[src/rtl/mem_arb_pkg.sv]
// Shared types and constants for the two-port data-memory arbiter.
// Holds the FSM state encoding, port indices, the memory-size default and small helper functions.
package mem_arb_pkg;

  typedef enum logic [1:0] {
    ST_IDLE   = 2'd0,
    ST_ACCESS = 2'd1,
    ST_RESP   = 2'd2
  } state_e;

  localparam int PORT0             = 0;
  localparam int PORT1             = 1;
  localparam int MEM_BYTES_DEFAULT = 1024;

  function automatic int cnt_width(input int max_run);
    return (max_run < 1) ? 1 : $clog2(max_run + 1);
  endfunction

  // Misaligned or past the last full word of the memory.
  function automatic logic addr_err(input logic [31:0] addr, input int mem_bytes);
    return (addr[1:0] != 2'b00) || (addr > 32'(mem_bytes - 4));
  endfunction

endpackage

[src/rtl/arb_fair_sel.sv]
// Fair two-way selector: port 0 wins ties until it has won MAX_P0_RUN times in a row over a waiting port 1.
// Purely combinational; produces a one-hot grant and the run-counter value to store if the grant is taken.
module arb_fair_sel
  import mem_arb_pkg::*;
#(
  parameter int MAX_P0_RUN = 2,
  parameter int CNT_W      = 2
) (
  input  logic             v0,
  input  logic             v1,
  input  logic [CNT_W-1:0] run_cnt,
  output logic [1:0]       grant,
  output logic [CNT_W-1:0] run_cnt_nxt
);

  logic run_full;
  logic p1_turn;

  assign run_full = (run_cnt == CNT_W'(MAX_P0_RUN));
  assign p1_turn  = v1 && (!v0 || run_full);

  always_comb begin
    grant       = 2'b00;
    run_cnt_nxt = run_cnt;
    if (p1_turn) begin
      grant[PORT1] = 1'b1;
      run_cnt_nxt  = '0;
    end else if (v0) begin
      grant[PORT0] = 1'b1;
      // Only a starved port 1 makes a port-0 win count toward the run limit.
      if (!v1) begin
        run_cnt_nxt = '0;
      end else if (!run_full) begin
        run_cnt_nxt = run_cnt + CNT_W'(1);
      end
    end
  end

endmodule

[src/rtl/mem_arbiter.sv]
// Two-port arbiter in front of a single-ported data memory; one transaction in flight (IDLE->ACCESS->RESP).
// Accept at T gives rvalid at T+2 (T+1 for address errors); ready only in IDLE for the winner, requesters hold until ready.
module mem_arbiter
  import mem_arb_pkg::*;
#(
  parameter int MAX_P0_RUN = 2,
  parameter int MEM_BYTES  = MEM_BYTES_DEFAULT
) (
  input  logic        clk,
  input  logic        rst_n,
  input  logic        p0_valid,
  input  logic        p0_we,
  input  logic [31:0] p0_addr,
  input  logic [31:0] p0_wdata,
  output logic        p0_ready,
  output logic        p0_rvalid,
  output logic [31:0] p0_rdata,
  output logic        p0_err,
  input  logic        p1_valid,
  input  logic        p1_we,
  input  logic [31:0] p1_addr,
  input  logic [31:0] p1_wdata,
  output logic        p1_ready,
  output logic        p1_rvalid,
  output logic [31:0] p1_rdata,
  output logic        p1_err,
  output logic        mem_read,
  output logic        mem_write,
  output logic [31:0] mem_addr,
  output logic [31:0] mem_wdata,
  input  logic [31:0] mem_rdata
);

  localparam int CNT_W = cnt_width(MAX_P0_RUN);

  state_e           state_q, state_d;
  logic [CNT_W-1:0] run_cnt_q, run_cnt_d, run_cnt_upd;
  logic             we_q, we_d;
  logic             port_q, port_d;
  logic [31:0]      addr_q, addr_d;
  logic [31:0]      wdata_q, wdata_d;
  logic             mem_read_q, mem_read_d;
  logic             mem_write_q, mem_write_d;
  logic [31:0]      rdata_q, rdata_d;
  logic             err_q, err_d;
  logic [1:0]       rvalid_q, rvalid_d;

  logic [1:0]       grant;
  logic             accept;
  logic             sel_port;
  logic             sel_we;
  logic [31:0]      sel_addr;
  logic [31:0]      sel_wdata;
  logic             sel_err;

  arb_fair_sel #(
    .MAX_P0_RUN (MAX_P0_RUN),
    .CNT_W      (CNT_W)
  ) u_sel (
    .v0          (p0_valid),
    .v1          (p1_valid),
    .run_cnt     (run_cnt_q),
    .grant       (grant),
    .run_cnt_nxt (run_cnt_upd)
  );

  assign accept    = (state_q == ST_IDLE) && (p0_valid || p1_valid);
  assign sel_port  = grant[PORT1];
  assign sel_we    = sel_port ? p1_we    : p0_we;
  assign sel_addr  = sel_port ? p1_addr  : p0_addr;
  assign sel_wdata = sel_port ? p1_wdata : p0_wdata;
  assign sel_err   = addr_err(sel_addr, MEM_BYTES);

  always_comb begin
    state_d     = state_q;
    run_cnt_d   = run_cnt_q;
    we_d        = we_q;
    port_d      = port_q;
    addr_d      = addr_q;
    wdata_d     = wdata_q;
    rdata_d     = rdata_q;
    err_d       = err_q;
    mem_read_d  = 1'b0;
    mem_write_d = 1'b0;
    rvalid_d    = 2'b00;
    case (state_q)
      ST_IDLE: begin
        if (accept) begin
          run_cnt_d = run_cnt_upd;
          we_d      = sel_we;
          port_d    = sel_port;
          addr_d    = sel_addr;
          wdata_d   = sel_wdata;
          rdata_d   = '0;
          err_d     = sel_err;
          if (sel_err) begin
            // Bad address: answer straight away without touching memory.
            state_d            = ST_RESP;
            rvalid_d[sel_port] = 1'b1;
          end else begin
            state_d     = ST_ACCESS;
            mem_read_d  = !sel_we;
            mem_write_d = sel_we;
          end
        end
      end
      ST_ACCESS: begin
        state_d          = ST_RESP;
        rdata_d          = we_q ? 32'd0 : mem_rdata;
        rvalid_d[port_q] = 1'b1;
      end
      ST_RESP: begin
        state_d = ST_IDLE;
        rdata_d = '0;
        err_d   = 1'b0;
      end
      default: begin
        state_d = ST_IDLE;
      end
    endcase
  end

  always_ff @(posedge clk or negedge rst_n) begin
    if (!rst_n) begin
      state_q     <= ST_IDLE;
      run_cnt_q   <= '0;
      we_q        <= 1'b0;
      port_q      <= 1'b0;
      addr_q      <= '0;
      wdata_q     <= '0;
      mem_read_q  <= 1'b0;
      mem_write_q <= 1'b0;
      rdata_q     <= '0;
      err_q       <= 1'b0;
      rvalid_q    <= 2'b00;
    end else begin
      state_q     <= state_d;
      run_cnt_q   <= run_cnt_d;
      we_q        <= we_d;
      port_q      <= port_d;
      addr_q      <= addr_d;
      wdata_q     <= wdata_d;
      mem_read_q  <= mem_read_d;
      mem_write_q <= mem_write_d;
      rdata_q     <= rdata_d;
      err_q       <= err_d;
      rvalid_q    <= rvalid_d;
    end
  end

  // Ready is gated by rst_n so it is also low while reset is held.
  assign p0_ready  = rst_n && accept && grant[PORT0];
  assign p1_ready  = rst_n && accept && grant[PORT1];

  assign p0_rvalid = rvalid_q[PORT0];
  assign p1_rvalid = rvalid_q[PORT1];
  assign p0_rdata  = rvalid_q[PORT0] ? rdata_q : 32'd0;
  assign p1_rdata  = rvalid_q[PORT1] ? rdata_q : 32'd0;
  assign p0_err    = rvalid_q[PORT0] && err_q;
  assign p1_err    = rvalid_q[PORT1] && err_q;

  assign mem_read  = mem_read_q;
  assign mem_write = mem_write_q;
  assign mem_addr  = addr_q;
  assign mem_wdata = wdata_q;

endmodule

[config.mk]
export PLATFORM = sky130hd
export DESIGN_NAME = mem_arbiter
export DESIGN_NICKNAME = d
export VERILOG_FILES = /design/src/rtl/mem_arb_pkg.sv /design/src/rtl/arb_fair_sel.sv /design/src/rtl/mem_arbiter.sv
export SDC_FILE = /design/constraint.sdc
export NUM_CORES = 1
export LEC_CHECK = 0
export ABC_AREA = 1
export BUFFER_PORTS_ARGS = -buffer_cell sky130_fd_sc_hd__buf_2
export CORE_MARGIN = 5
export CORE_UTILIZATION = 45
export CTS_CLUSTER_SIZE = 30
export DETAILED_ROUTE_END_ITERATION = 8
export PLACE_DENSITY_LB_ADDON = 0.15
export SETUP_SLACK_MARGIN = 0.05
export SYNTH_ARGS = -nofsm -noshare
export SYNTH_HDL_FRONTEND = slang
export SYNTH_SLANG_ARGS = --single-unit
[constraint.sdc]
create_clock -name clk -period 2.2 [get_ports clk]
set_input_delay 0.11 -clock clk [delete_from_list [all_inputs] [get_ports clk]]
set_output_delay 0.11 -clock clk [all_outputs]
set_load 0.005 [all_outputs]
==> key figures <==
Routing
  – Via/cell ratio: 4.84
  – DR pass1 iterations: 5
  – WL/cell: 14.5 um
  – Final wirelength: 18.2 mm
  – Initial DRC count: 387
  – Final ANT Viol Nets: 0
  – Vias: 6084
  – DRC: 0

GRT
  – First-pass GRT wire length: 29.0 mm
  – Total gr overflow: 0
  – Largest net degree at the start of global routing: 88
  – Vias in the first global route: slightly above 6000
  – All-Layer GR Usage: 0.249
  – Initial antenna violation count: 0

Synthesis
  – Top-count cell post-synth: nand2_1
  – Ys async rst share: 1.00
  – Synth Net Count: 911
  – Yosys top cell area share: 0.500
  – EDFF count, synth: 0
  – Area contributors post-synth: dfrtp_1 50%, nand2_1 20%, inv_1 8.6%
  – Seq/Total Area, Yosys: 0.500
  – Syn_area_per_cell: 7.20 um2
  – Post-synthesis cell type with the largest combined area: dfrtp_1
  – Post-synth top cells: 288 x nand2_1, 123 x inv_1, 107 x dfrtp_1, 75 x nand3_1, 48 x o21ai_0
  – Ys flop type: dfrtp_1
  – Synth warnings: 0
  – Synthesized cell area: 5360 um2
  – Yosys cell types: 20
  – Synthesis-stage register bit count: ~110
  – Mapped Cells: approximately 740

Clock tree
  – CTS buffer count: 9
  – CTS Sinks: 107
  – Clock slew at the register clock pins of the worst setup and hold paths: 0.08 ns
  – Setup bufs post-CTS: 0
  – CTS root buffer: clkbuf_16
  – H-tree depth: 3
  – Clk buf depth: 2
  – Clock Latency Late Sink: 0.34 ns
  – Clock tree from TritonCTS: done

Placement
  – DP HPWL: approximately 12 mm
  – Port buffer count: roughly 300
  – Gpl congestion: 0.916

Timing
  – Relative slew margins: 0.624
  – Max-slew violation total from the final report: 0
  – Clk_skew: 0.0122 ns
  – Crit path time final: 1.93 ns
  – WHS: approximately 0.0015 ns
  – Final worst path period share: 0.877
  – Setup violations, final: 0
  – Total negative setup slack: 0 ns
  – Max Clk Rate: 0.518 GHz
  – Final Hold Vio Count: 0
  – RSZ-0062 raised after global routing: no
  – Least-Margin Pin Slew: 0.563 ns

Outcome
  – Status: finished clean

Worst setup path
  – Critical path data required time: 2.42 ns
  – Reg2reg end: rvalid_q[0]
  – Reg-to-Reg Start: run_cnt_q[0]
  – Worst-path maximum fanout: 21
  – Startpoint Class: flip-flop
  – Worst path slowest cell: dfrtp_1
  – Critical Path End Type: flip-flop
  – Reg-to-reg slack, setup: 0.27 ns
  – Critical path, cell by cell: inv_1 -> ha_1 -> inv_1 -> nand2_2 -> nand2_4 -> inv_2 -> nand2_1 -> nand2_1 -> nor2_1 -> nand2_1 -> nor2_2 -> nand2_1 -> nand2_1 -> nand2_1
  – R2R cell count: 14
  – Worst path bufs/invs: 3
  – Critical path data arrival time: 2.15 ns
  – Cell repeated most along the worst path: nand2_1
  – Slowest stage delay, CP: approximately 0.35 ns
  – Top delay family on crit path: simple AND/OR/NAND/NOR gates
  – Critical path class: flip-flop to flip-flop

Power
  – Power Dens Cells: between 800 and 900 nW/um2
  – Leak Pwr: roughly 4.9 nW
  – Worst VDD drop: 0.000586 V

Run
  – MaxCap Viol Count: 0

Floorplanning
  – Starting density of the core: 0.463
  – Die Ht: 119 um
  – # IOs: 302
  – Die width: 119 um
  – Core box area: 11600 um2
  – Die footprint: 14200 um2
  – Cell Rows: 39

Hold path
  – Hold_sp: mem_rdata[6]
  – Hold Path Cell Cnt: 3
  – Hold Path Class: input pin to flip-flop
  – Hold path endpoint: rdata_q[6]

Finish
  – Post-layout nets: 1274
  – Fraction of layout cells with a size suffix above 1: 0.308
  – Fillers: 935
  – Layout overhead on the synthesized area: 51.2%
==> cells in the final DEF, fill, tap and decap left out, drive strengths merged, types with 8 or more instances in the layout <==
| cell | Yosys | layout |
|---|---|---|
| nand2 | 290 | 290 |
| clkbuf | 29 | 9 |
| nand3b | 14 | 14 |
| nand3 | 75 | 75 |
| dfrtp | 107 | 107 |
| inv | 124 | 127 |
| a31oi | 8 | 8 |
| buf | 12 | 316 |
| dlygate4sd3 | 0 | 77 |
| o21ai | 54 | 54 |
| nor2 | 27 | 27 |
==> kinds of logic after synthesis <==
kind of cell,share of synthesized area
buffers and inverters,0.121
flip-flops,0.500
AND/OR/NAND/NOR,0.314
adder cells (fa/ha/maj),0.00233
AO/OA/AOI/OAI,0.0624
==> registers in the layout, indices dropped and copies added (netlist names) <==
name       flops
mem_addr      32
mem_wdata     32
rdata_q       32
run_cnt_q      2
rvalid_q       2
state_q        2
err_q          1
mem_read       1
mem_write      1
port_q         1
we_q           1
==> what timing repair did <==
item,in CTS,in global routing
hold buffers,77,0
hold endpoints to repair,60,0
setup endpoints to repair,0,13
gates resized for setup,0,3
==> power breakdown <==
group          internal [mW]  switching, mW
sequential              2.61          0.399
clock                  0.777          0.735
combinational           1.15           1.60
total                   4.53           2.73
==> layer usage <==
layer  vias up  part of all wire  global-route usage
li1       2983                 -                   -
met1      2740              0.38               0.284
met2       303              0.50               0.437
met3        58             0.090              0.0682
met4         0             0.034               0.107
met5         -                 0                   0
==> tightest hold or removal path, delay by kind of cell <==
family | cells | cell delay, ns
simple gates | 1 | 0.06
compound gates | 1 | 0.06
buf+inv | 1 | 0.08
==> layout make-up <==
type	instances	area [um2]	area share
multi-input combinational	472	2060	0.254
antenna	1	2.50	0.000309
clock inverter	7	50.0	0.00618
inverter	124	465	0.0575
tap	143	179	0.0221
sequential	107	2680	0.331
timing repair buffer	393	2440	0.302
clock buffer	9	225	0.0278
==> worst max-delay path by stage <==
stage                            start          end  cells after the start
after floorplan           run_cnt_q[0]        err_q                     15
after global placement    run_cnt_q[0]        err_q                     14
after detailed placement  run_cnt_q[0]        err_q                     14
after CTS                 run_cnt_q[0]  rvalid_q[0]                     13
after global routing      run_cnt_q[0]  rvalid_q[0]                     14
final                     run_cnt_q[0]  rvalid_q[0]                     14
==> per-stage QoR <==
step | std cells | instance area [um2] | total power, mW | util | worst slack [ns]
2_1_floorplan | 744 | 5360 | 4.32 | - | 0.497
3_3_place_gp | 1162 | 7040 | 5.58 | 0.609 | 0.187
3_5_place_dp | 1162 | 7040 | 5.58 | 0.609 | 0.172
4_1_cts | 1255 | 8090 | 7.21 | 0.699 | 0.104
5_1_grt | 1255 | 8100 | 7.76 | 0.700 | 0.0613
6_report | 1256 | 8100 | 7.26 | 0.700 | 0.271
No activity file was read; power rests on OpenSTA's default activity.
